`src/rtl/store_write_buffer.sv`:
```
// store_write_buffer: posted-store FIFO between the memory stage and data
// memory. Stores drain in program order over a valid/ready handshake, and
// loads are forwarded from the youngest buffered store with a matching address.
module store_write_buffer #(
  parameter int unsigned DEPTH  = 4,
  parameter int unsigned ADDR_W = 32,
  parameter int unsigned DATA_W = 32
) (
  input  logic                         clk,
  input  logic                         reset,
  input  logic                         st_valid,
  input  logic [ADDR_W-1:0]            st_addr,
  input  logic [DATA_W-1:0]            st_data,
  output logic                         st_ready,
  input  logic [ADDR_W-1:0]            ld_addr,
  output logic                         ld_hit,
  output logic [DATA_W-1:0]            ld_data,
  output logic                         result_active,
  output logic [ADDR_W-1:0]            result_addr,
  output logic [DATA_W-1:0]            result,
  input  logic                         mem_ready,
  output logic                         empty,
  output logic [$clog2(DEPTH+1)-1:0]   count,
  output logic                         overflow
);

  localparam int unsigned PTR_W = $clog2(DEPTH);
  localparam int unsigned CNT_W = $clog2(DEPTH+1);

  logic [ADDR_W-1:0] r_addr [DEPTH];
  logic [DATA_W-1:0] r_data [DEPTH];
  logic [PTR_W-1:0]  r_wr_ptr;
  logic [PTR_W-1:0]  r_rd_ptr;
  logic [CNT_W-1:0]  r_count;
  logic              r_overflow;

  logic              w_push;
  logic              w_pop;
  logic              w_st_ready;
  logic              w_empty;
  logic [PTR_W-1:0]  w_fwd_idx;

  assign w_empty    = (r_count == '0);
  assign w_st_ready = (r_count != CNT_W'(DEPTH));
  assign w_push     = st_valid && w_st_ready;
  assign w_pop      = !w_empty && mem_ready;

  assign st_ready      = w_st_ready;
  assign empty         = w_empty;
  assign count         = r_count;
  assign overflow      = r_overflow;
  assign result_active = !w_empty;
  assign result_addr   = r_addr[r_rd_ptr];
  assign result        = r_data[r_rd_ptr];

  // Entry storage: written on an accepted push; contents need no reset.
  always_ff @(posedge clk) begin
    if (w_push) begin
      r_addr[r_wr_ptr] <= st_addr;
      r_data[r_wr_ptr] <= st_data;
    end
  end

  // Pointers, occupancy and the sticky overflow flag.
  always_ff @(posedge clk or negedge reset) begin
    if (!reset) begin
      r_wr_ptr   <= '0;
      r_rd_ptr   <= '0;
      r_count    <= '0;
      r_overflow <= 1'b0;
    end else begin
      if (w_push) r_wr_ptr <= r_wr_ptr + PTR_W'(1);
      if (w_pop)  r_rd_ptr <= r_rd_ptr + PTR_W'(1);
      if (w_push && !w_pop)      r_count <= r_count + CNT_W'(1);
      else if (!w_push && w_pop) r_count <= r_count - CNT_W'(1);
      if (st_valid && !w_st_ready) r_overflow <= 1'b1;
    end
  end

  // Forwarding lookup: walk entries oldest-to-youngest starting at rd_ptr, so
  // the last match found is the youngest regardless of where the pointers wrap.
  always_comb begin
    ld_hit    = 1'b0;
    ld_data   = '0;
    w_fwd_idx = '0;
    for (int unsigned i = 0; i < DEPTH; i++) begin
      w_fwd_idx = r_rd_ptr + PTR_W'(i);
      if ((CNT_W'(i) < r_count) && (r_addr[w_fwd_idx] == ld_addr)) begin
        ld_hit  = 1'b1;
        ld_data = r_data[w_fwd_idx];
      end
    end
  end

endmodule

```
`config.mk`:
```
export PLATFORM = sky130hd
export DESIGN_NAME = store_write_buffer
export DESIGN_NICKNAME = d
export VERILOG_FILES = /design/src/rtl/store_write_buffer.sv
export SDC_FILE = /design/constraint.sdc
export NUM_CORES = 1
export LEC_CHECK = 0
export ABC_AREA = 1
export CAP_MARGIN = 20
export CORE_UTILIZATION = 50
export DETAILED_ROUTE_END_ITERATION = 6
export GPL_ROUTABILITY_DRIVEN = 0
export PLACE_DENSITY = 0.72
export SYNTH_ARGS = -nofsm -noshare
export SYNTH_HDL_FRONTEND = slang
export SYNTH_SLANG_ARGS = --single-unit
export TNS_END_PERCENT = 10
```
`constraint.sdc`:
```
create_clock -name clk -period 8.87 [get_ports clk]
set_clock_uncertainty 0.1 [all_clocks]
set_input_delay 0.887 -clock clk [delete_from_list [all_inputs] [get_ports clk]]
set_output_delay 0.887 -clock clk [all_outputs]
set_load 0.05 [all_outputs]
```
Word-level counts from Yosys, hierarchy flattened
Memories as Yosys holds them, arrays and structs flattened.
Index checks and enable logic that the tools add are counted.
{"block": "op_classes", "order_cmp": 4, "add_sub_neg": 6, "reduce_logical": 15, "muxes": 12, "n_eq_ne": 5}
{"cell": "$eq 32x32->1", "n": 4}
{"cell": "$mux 32", "n": 4}
{"cell": "$logic_and 1x1->1", "n": 9}
{"cell": "$lt 1x3->1 const A", "n": 2}
{"cell": "$lt 2x3->1 const A", "n": 2}
{"cell": "$mux 1", "n": 6}
{"cell": "$mux 3", "n": 2}
{"cell": "$add 2x1->2 const B", "n": 2}
{"cell": "$add 2x2->2 const B", "n": 2}
{"cell": "$logic_not 1->1", "n": 4}
{"cell": "$add 3x1->3 const B", "n": 1}
{"cell": "$logic_not 3->1", "n": 1}
{"cell": "$ne 3x3->1 const B", "n": 1}
{"cell": "$sub 3x1->3 const B", "n": 1}
{"cell": "$reduce_bool 2->1", "n": 1}
{"block": "word_totals", "output_inout_bits": 104, "in_bits": 100, "regBits": 8, "ramBits": 256, "mem_count": 2}
{"name": "r_addr", "depth": 4, "word_bits": 32, "rd": 4, "rd_clocked_by_memory_dff": 0, "wr": 1, "line_no": "30", "source": "logic [ADDR_W-1:0] r_addr [DEPTH];"}
{"name": "r_data", "depth": 4, "word_bits": 32, "rd": 4, "rd_clocked_by_memory_dff": 0, "wr": 1, "line_no": "31", "source": "logic [DATA_W-1:0] r_data [DEPTH];"}

Depth between registers and ports, before layout
Gate-level depths: netlist of run 1.
An unclocked memory read counts as a cell.
{"block": "logic_depth", "depth_word": 7, "mapped_depth": 20, "depth_no_buf": 17}

Least setup slack after synthesis of run 1
No wires, ideal clock.
{"block": "synth_timing", "kind": "reg-to-reg", "from": "register r_count[0], in the netlist count[0]", "to": "memory r_addr[0][0] (enable)", "stages_incl_launch_ff": 6, "arrival_ns": 4.425, "period_less_slack_ns": 5.012, "path_slack_ns": 3.858, "setup_time_ns": 0.487, "path_buffers": 0, "cell_sequence": "dfrtp_1 > inv_1 > ha_1 > nand2_1 > nand2_1 > nor2_1"}
{"block": "synth_via", "elab_chain_len": 4}
{"element": "start: declaration", "line_no": "34", "source": "logic [CNT_W-1:0] r_count;"}
{"element": "start signal: assignment", "line_no": "74", "source": "if (w_push && !w_pop) r_count <= r_count + CNT_W'(1);"}
{"element": "start signal: assignment", "line_no": "75", "source": "else if (!w_push && w_pop) r_count <= r_count - CNT_W'(1);"}
{"element": "$ne 3x3->1", "line_no": "44", "source": "assign w_st_ready = (r_count != CNT_W'(DEPTH));"}
{"element": "net st_ready", "line_no": "14", "source": "output logic st_ready,"}
{"element": "$logic_and 1x1->1", "line_no": "45", "source": "assign w_push = st_valid && w_st_ready;"}
{"element": "$mux 1", "line_no": "58", "source": "if (w_push) begin"}
{"element": "$mux 1 (not written as such)", "line_no": "59", "source": "r_addr[r_wr_ptr] <= st_addr;"}
{"element": "end: declaration", "line_no": "30"}
The timed path passes the listed nets, and every way through them passes these cells.

Worst setup path in the final report of run 1
{"block": "layout_timing", "from": "register r_rd_ptr[0]", "to": "output ld_data[27]"}
{"block": "layout_via", "elab_chain_len": 7, "elab_cells_between_ends": 17, "classes_between": "add/sub (3); eq/ne (4); mux (4); reduce/logical (4); memory (2)"}
{"element": "start: declaration", "line_no": "33", "source": "logic [PTR_W-1:0] r_rd_ptr;"}
{"element": "start signal: assignment", "line_no": "73", "source": "if (w_pop) r_rd_ptr <= r_rd_ptr + PTR_W'(1);"}
{"element": "$add 2x1->2 / $mem_v2 4x32 (equally long branches)"}
{"element": "$mem_v2 4x32 / $eq 32x32->1 (equally long branches)"}
{"element": "$eq 32x32->1 / $logic_and 1x1->1 (equally long branches)", "line_no": "88", "source": "if ((CNT_W'(i) < r_count) && (r_addr[w_fwd_idx] == ld_addr)) begin"}
{"element": "$logic_and 1x1->1 / $mux 32 (equally long branches)", "line_no": "88"}
{"element": "$mux 32 (2 in series)", "line_no": "88"}
{"element": "$mux 32 *", "line_no": "88"}
{"element": "end: declaration", "line_no": "17", "source": "output logic [DATA_W-1:0] ld_data,"}
Every way passes the cells marked *; elsewhere a longest branch is shown, timed or not.

==> reports/metrics.cfg, run 1 <==
[run_status]
outcome=completed

[floorplan]
die-area_sq_mm=0.0359
core_area_sq_mm=0.0345
die-width_um=189
pin_count=204
rows=68
start_util_pct=50.9
die_h_um=189

[synth]
synth_compound_area_share_pct=12.4
synth-xor-area-share_pct=1.45
synth_warnings=0
synthesis.area_sq_mm=0.0176
synthAdderAreaFrac_pct=0.641
synth_ff_type=edfxtp_1
netlist_instances=2497
synth_area_leaders=edfxtp_1 (44%), nand2_1 (23%), o21ai_0 (8.5%)
synth_top_family_by_area=simple AND/OR/NAND/NOR gates
yosys.cell_types.count=27
ys_top_cells_by_count=nand2_1 (1071), o21ai_0 (298), edfxtp_1 (256)
netlist.area_leader.share_pct=43.7
synthArstFlopShare_pct=3.03
synth_top_area_cell=edfxtp_1
synthMuxAreaShare_pct=0
ys_seq_area_share_pct=44.9
synth_fp_nets=2606
ys_ff_latch=264
syn_avg_cell_area_sq_um=7.04
yosysMostFrequentCell=nand2_1
synth_edf_count=256
synth-simple-area-share_pct=32.3

[clock_network]
worstSkewPairLatency_ps=590
postCtsSetupRepairBufs=0
holdBufCountCts=0
clockBufferDepth=3
postCtsResizedCells=0
cts_buffers=30
cts_sinks=264
cts-root-buf=clkbuf_16
path_clk_slew_ps=60
htree_levels=1
cts_tree=done

[placed_design]
pre_cts_ws_ps=1980
dp_hpwl_mm=35.7
numPortBuffers=203

[power]
p_leak_nw=9.20
ir_drop_v=0.000277
power_density_mw_per_mm2=386

[timing]
finalSetupTns_ps=0
fmax_mhz=132
max-slew-margin-rel_pct=25.2
drv_slew=0
rsz0062_at_grt=false
finalCritPeriodShare_pct=85.6
worst_pin_slew_ps=1120
setup_viol=0
period_needed_ps=7590
final_hold_viol_count=0
layout_setup_ws_ps=1280

[global_routing]
grt_pass1_wl_mm=83.9
grt_usage_pct=29.9
antenna_found_initial=5
grt_pass1_vias=16100
grt_max_degree=114
gr-total-overflow=0

[setup_path]
worstPathMaxFanout=89
start_kind=flop
crit_arrival_ps=6600
worstSetupEndpointType=primary output
path_class=flop to primary output
cp.required_ps=7880
reg2reg_slack_ps=5740

[finish]
fill_cells=3125
drive_gt1_share_pct=3.41
nNetsFinal=2724
area_delta_synth_final_pct=18.7

[routing]
wirelength_mm=54.0
drc=0
viasPerCell=5.61
route.detailed.wl_per_inst_um=17.4
drtIter0Drc=1741
via_count=17400
ant_nets=0
dr.pass1.iters=7

[worst_hold_path]
hp-class=flop to flop

[job]
maxCapViolations=0

[per-stage QoR]
stage	hold slack [ps]	util [%]	instance area, sq um	cells	power (mW)
after floorplan	480	-	17600	2497	5.32
after global placement	357	57.2	19800	3036	6.60
after detailed placement	367	57.2	19800	3036	6.69
after CTS	381	60.2	20800	3092	7.99
after global routing	389	60.4	20800	3094	8.61
final	379	60.4	20900	3098	8.05
[worst paths after layout]
path	start	end	cells after the start
setup / recovery	r_rd_ptr[0]$_DFFE_PN0P_	ld_data[27]	15
hold / removal	overflow$_DFFE_PN0P_	overflow$_DFFE_PN0P_	1
setup reg to reg	count[0]$_DFFE_PN0P_	r_data[0][24]$_DFFE_PP_	6
hold reg to reg	overflow$_DFFE_PN0P_	overflow$_DFFE_PN0P_	1
max in group asynchronous	reset	r_rd_ptr[1]$_DFFE_PN0P_	1
min in group asynchronous	reset	overflow$_DFFE_PN0P_	1
[critical path, cell delays in order (launching register included)]
cell and delay (ps):
dfrtp_4 910, buf_4 700, buf_4 740, nand2_1 160, nand2_1 130, nand2_1 60, o21ai_1 140, xor2_1 160
nand2_1 60, nor3_1 390, nand3_1 210, nor2_4 830, buf_4 360, o211ai_1 140, nand2_1 120, clkdlybuf4s50_1 800
[state kept, by name (all words and copies together), names as in the netlist]
| signal | cells |
|---|---|
| r_rd_ptr | 2 |
| r_addr | 128 |
| r_data | 128 |
| overflow | 1 |
| count | 3 |
| r_wr_ptr | 2 |
[cell type report]
class,count,area (sq um),share of cell area [%]
multi-input cells,1870,8260,39.6
diodes,4,10.0,0.0480
well taps,455,569,2.73
clock inverters,15,201,0.966
flip-flops and latches,264,7900,37.9
repair buffers,226,2240,10.8
inverters,223,841,4.03
clock buffers,41,832,3.99
[cells by family after synthesis]
logic type	Yosys count
simple gates	1423
compound gates	409
buf+inv	363
flops	264
xor+xnor	29
fa+ha+maj	9
[layer usage]
layer	GRT usage, %	share of wire [%]	up-vias
met3	5.93	10	139
met5	0	0.044	-
met4	12.9	3.7	4
li1	-	-	8400
met2	49.1	46	868
met1	38.2	41	7975
[power by group]
group	total, mW	internal [mW]	switching [mW]
logic	4.96	1.38	3.58
registers	1.81	1.66	0.150
clock network	1.29	0.773	0.512
total	8.05	3.81	4.24
[placed cells by master (no fill, tap or decap), drive strengths merged, types with 5 or more instances in the layout]
master         count
clkbuf            41
clkinv            12
clkdlybuf4s50    203
and2               5
nand2           1071
a21oi             33
o21ai            322
dfrtp              8
ha                 9
buf               23
inv              222
nor3              34
nand3            198
nor2             108
edfxtp           256
xor2              28
o211ai            50
(Power assumes the default switching activity.)
==> inputs of run 2 (changes only) <==
PLACE_DENSITY = 0.75   (was 0.72)
clock period = 6.7 ns   (was 8.87 ns; I/O delays follow)
==> run 2 against run 1 <==
Net effect:
- the run now ends with design-rule violations left
- total power increased by 32%
- worst setup slack got worse by 240 ps
- cell count about the same
- clock power increased by 28%
- wire length decreased by 1.0%
- critical path type unchanged
- largest cell class unchanged
==> reports/metrics.cfg, run 2 (synthesized netlist as in run 1, its figures left out) <==
[run_status]
outcome=complete, but fails checks
violations=design-rule violations

[timing]
worst_pin_slew_ps=940
rsz0062_at_grt=false
max-slew-margin-rel_pct=37.4
period_needed_ps=5660
finalSetupTns_ps=0
layout_setup_ws_ps=1040
final_hold_viol_count=0
finalCritPeriodShare_pct=84.5
fmax_mhz=177
setup_viol=0
drv_slew=0

[power]
power_density_mw_per_mm2=513
ir_drop_v=0.000414
p_leak_nw=9.23

[floorplan]
die-width_um=189
die-area_sq_mm=0.0359
die_h_um=189
core_area_sq_mm=0.0345
start_util_pct=50.9
rows=68
pin_count=204

[setup_path]
path_class=flop to primary output
ff2ff_path_depth=6
start_kind=flop
worstSetupEndpointType=primary output
crit_arrival_ps=4890
cp.required_ps=5930
worstPathMaxFanout=61

[clock_network]
path_clk_slew_ps=60
holdBufCountCts=0
cts_sinks=264
htree_levels=1
worstSkewPairLatency_ps=590
cts_buffers=30
cts_tree=done
postCtsSetupRepairBufs=0
clockBufferDepth=3
postCtsResizedCells=0
cts-root-buf=clkbuf_16

[global_routing]
grt_usage_pct=29.5
grt_max_degree=240
gr-total-overflow=0
antenna_found_initial=3
grt_pass1_wl_mm=83.2
grt_pass1_vias=15900

[worst_hold_path]
hp-class=primary input to async pin

[routing]
via_count=17400
route.detailed.wl_per_inst_um=17.3
dr.pass1.iters=7
viasPerCell=5.62
drc=3
drtIter0Drc=1822
ant_nets=0
wirelength_mm=53.4

[finish]
finalInstanceArea_sq_mm=0.0208
layout_commonest_cell=nand2_1
area.sequential_sq_mm=0.00790
nNetsFinal=2725
fill_cells=3055
stdcell_count=3096
final_cell_mix=nand2_1 (1069), o21ai_0 (298), edfxtp_1 (256), inv_1 (220), nand3_1 (198)
area_delta_synth_final_pct=18.2
drive_gt1_share_pct=4.89
multi_input_area_sq_mm=0.00826

[placed_design]
numPortBuffers=203
placed_cells=3039
pre_cts_ws_ps=1750
placed_area_sq_mm=0.0197
dp_hpwl_mm=36.2

[job]
maxCapViolations=0

## run 2: cell count changes in the layout (fill, tap and decap cells not counted), sizes merged, moves of 2 or more
cell,delta
clkinvlp,+8
diode,-2
buf,+34
clkdlybuf4s50,-33
clkbuf,-10
## run 2: path summary, 6_finish.rpt
| kind | start | end | slack, ps |
|---|---|---|---|
| worst max-delay path | r_rd_ptr[1]$_DFFE_PN0P_ | ld_data[24] | 1040 |
| worst min-delay path | reset | r_rd_ptr[0]$_DFFE_PN0P_ | 290 |
| worst max register to register | count[0]$_DFFE_PN0P_ | r_addr[3][18]$_DFFE_PP_ | 3500 |
| worst min register to register | overflow$_DFFE_PN0P_ | overflow$_DFFE_PN0P_ | 370 |
| max in group asynchronous | reset | r_rd_ptr[1]$_DFFE_PN0P_ | 5870 |
| min in group clk | overflow$_DFFE_PN0P_ | overflow$_DFFE_PN0P_ | 370 |
## run 2: stage by stage
stage               total power, mW  util [%]  hold WS, ps
finish                         10.7      60.1          290
global route                   11.4      60.1          289
CTS                            10.6      60.1          289
detailed placement             8.90      57.2          363
global placement               8.79      57.2          352
floorplan                      7.04         -          274
## run 2: final cells by class
| class | count | area share (%) |
|---|---|---|
| Antenna cell | 2 | 0.0241 |
| Tap cell | 455 | 2.74 |
| Multi-Input combinational cell | 1870 | 39.8 |
| Timing Repair Buffer | 227 | 10.5 |
| Clock buffer | 31 | 3.63 |
| Inverter | 223 | 4.05 |
| Sequential cell | 264 | 38.0 |
| Clock inverter | 24 | 1.26 |
## run 2: critical path, stage by stage (launching register included)
cell and delay [ps]:
dfrtp_4 600, clkinv_2 360, nand2_1 160, nand2_4 500, buf_4 560, nand2_1 100
nand2_1 90, xor2_1 140, nand2_1 90, nor3_1 160, nand3_1 160, nor2_4 450
buf_4 410, o211ai_1 150, nand2_1 120, buf_4 200
## run 2: routing by layer
layer  track usage, %  vias to the layer above  share of wire, %
met5                0                        -             0.060
met4             14.3                        4               4.6
met3             5.19                      165               9.8
met2             47.4                      889                45
met1             38.4                     7946                40
li1                 -                     8394                 -
## run 2: power by group
| group | internal [mW] | switching, mW |
|---|---|---|
| logic | 1.83 | 4.83 |
| clock network | 0.948 | 0.707 |
| registers | 2.19 | 0.159 |
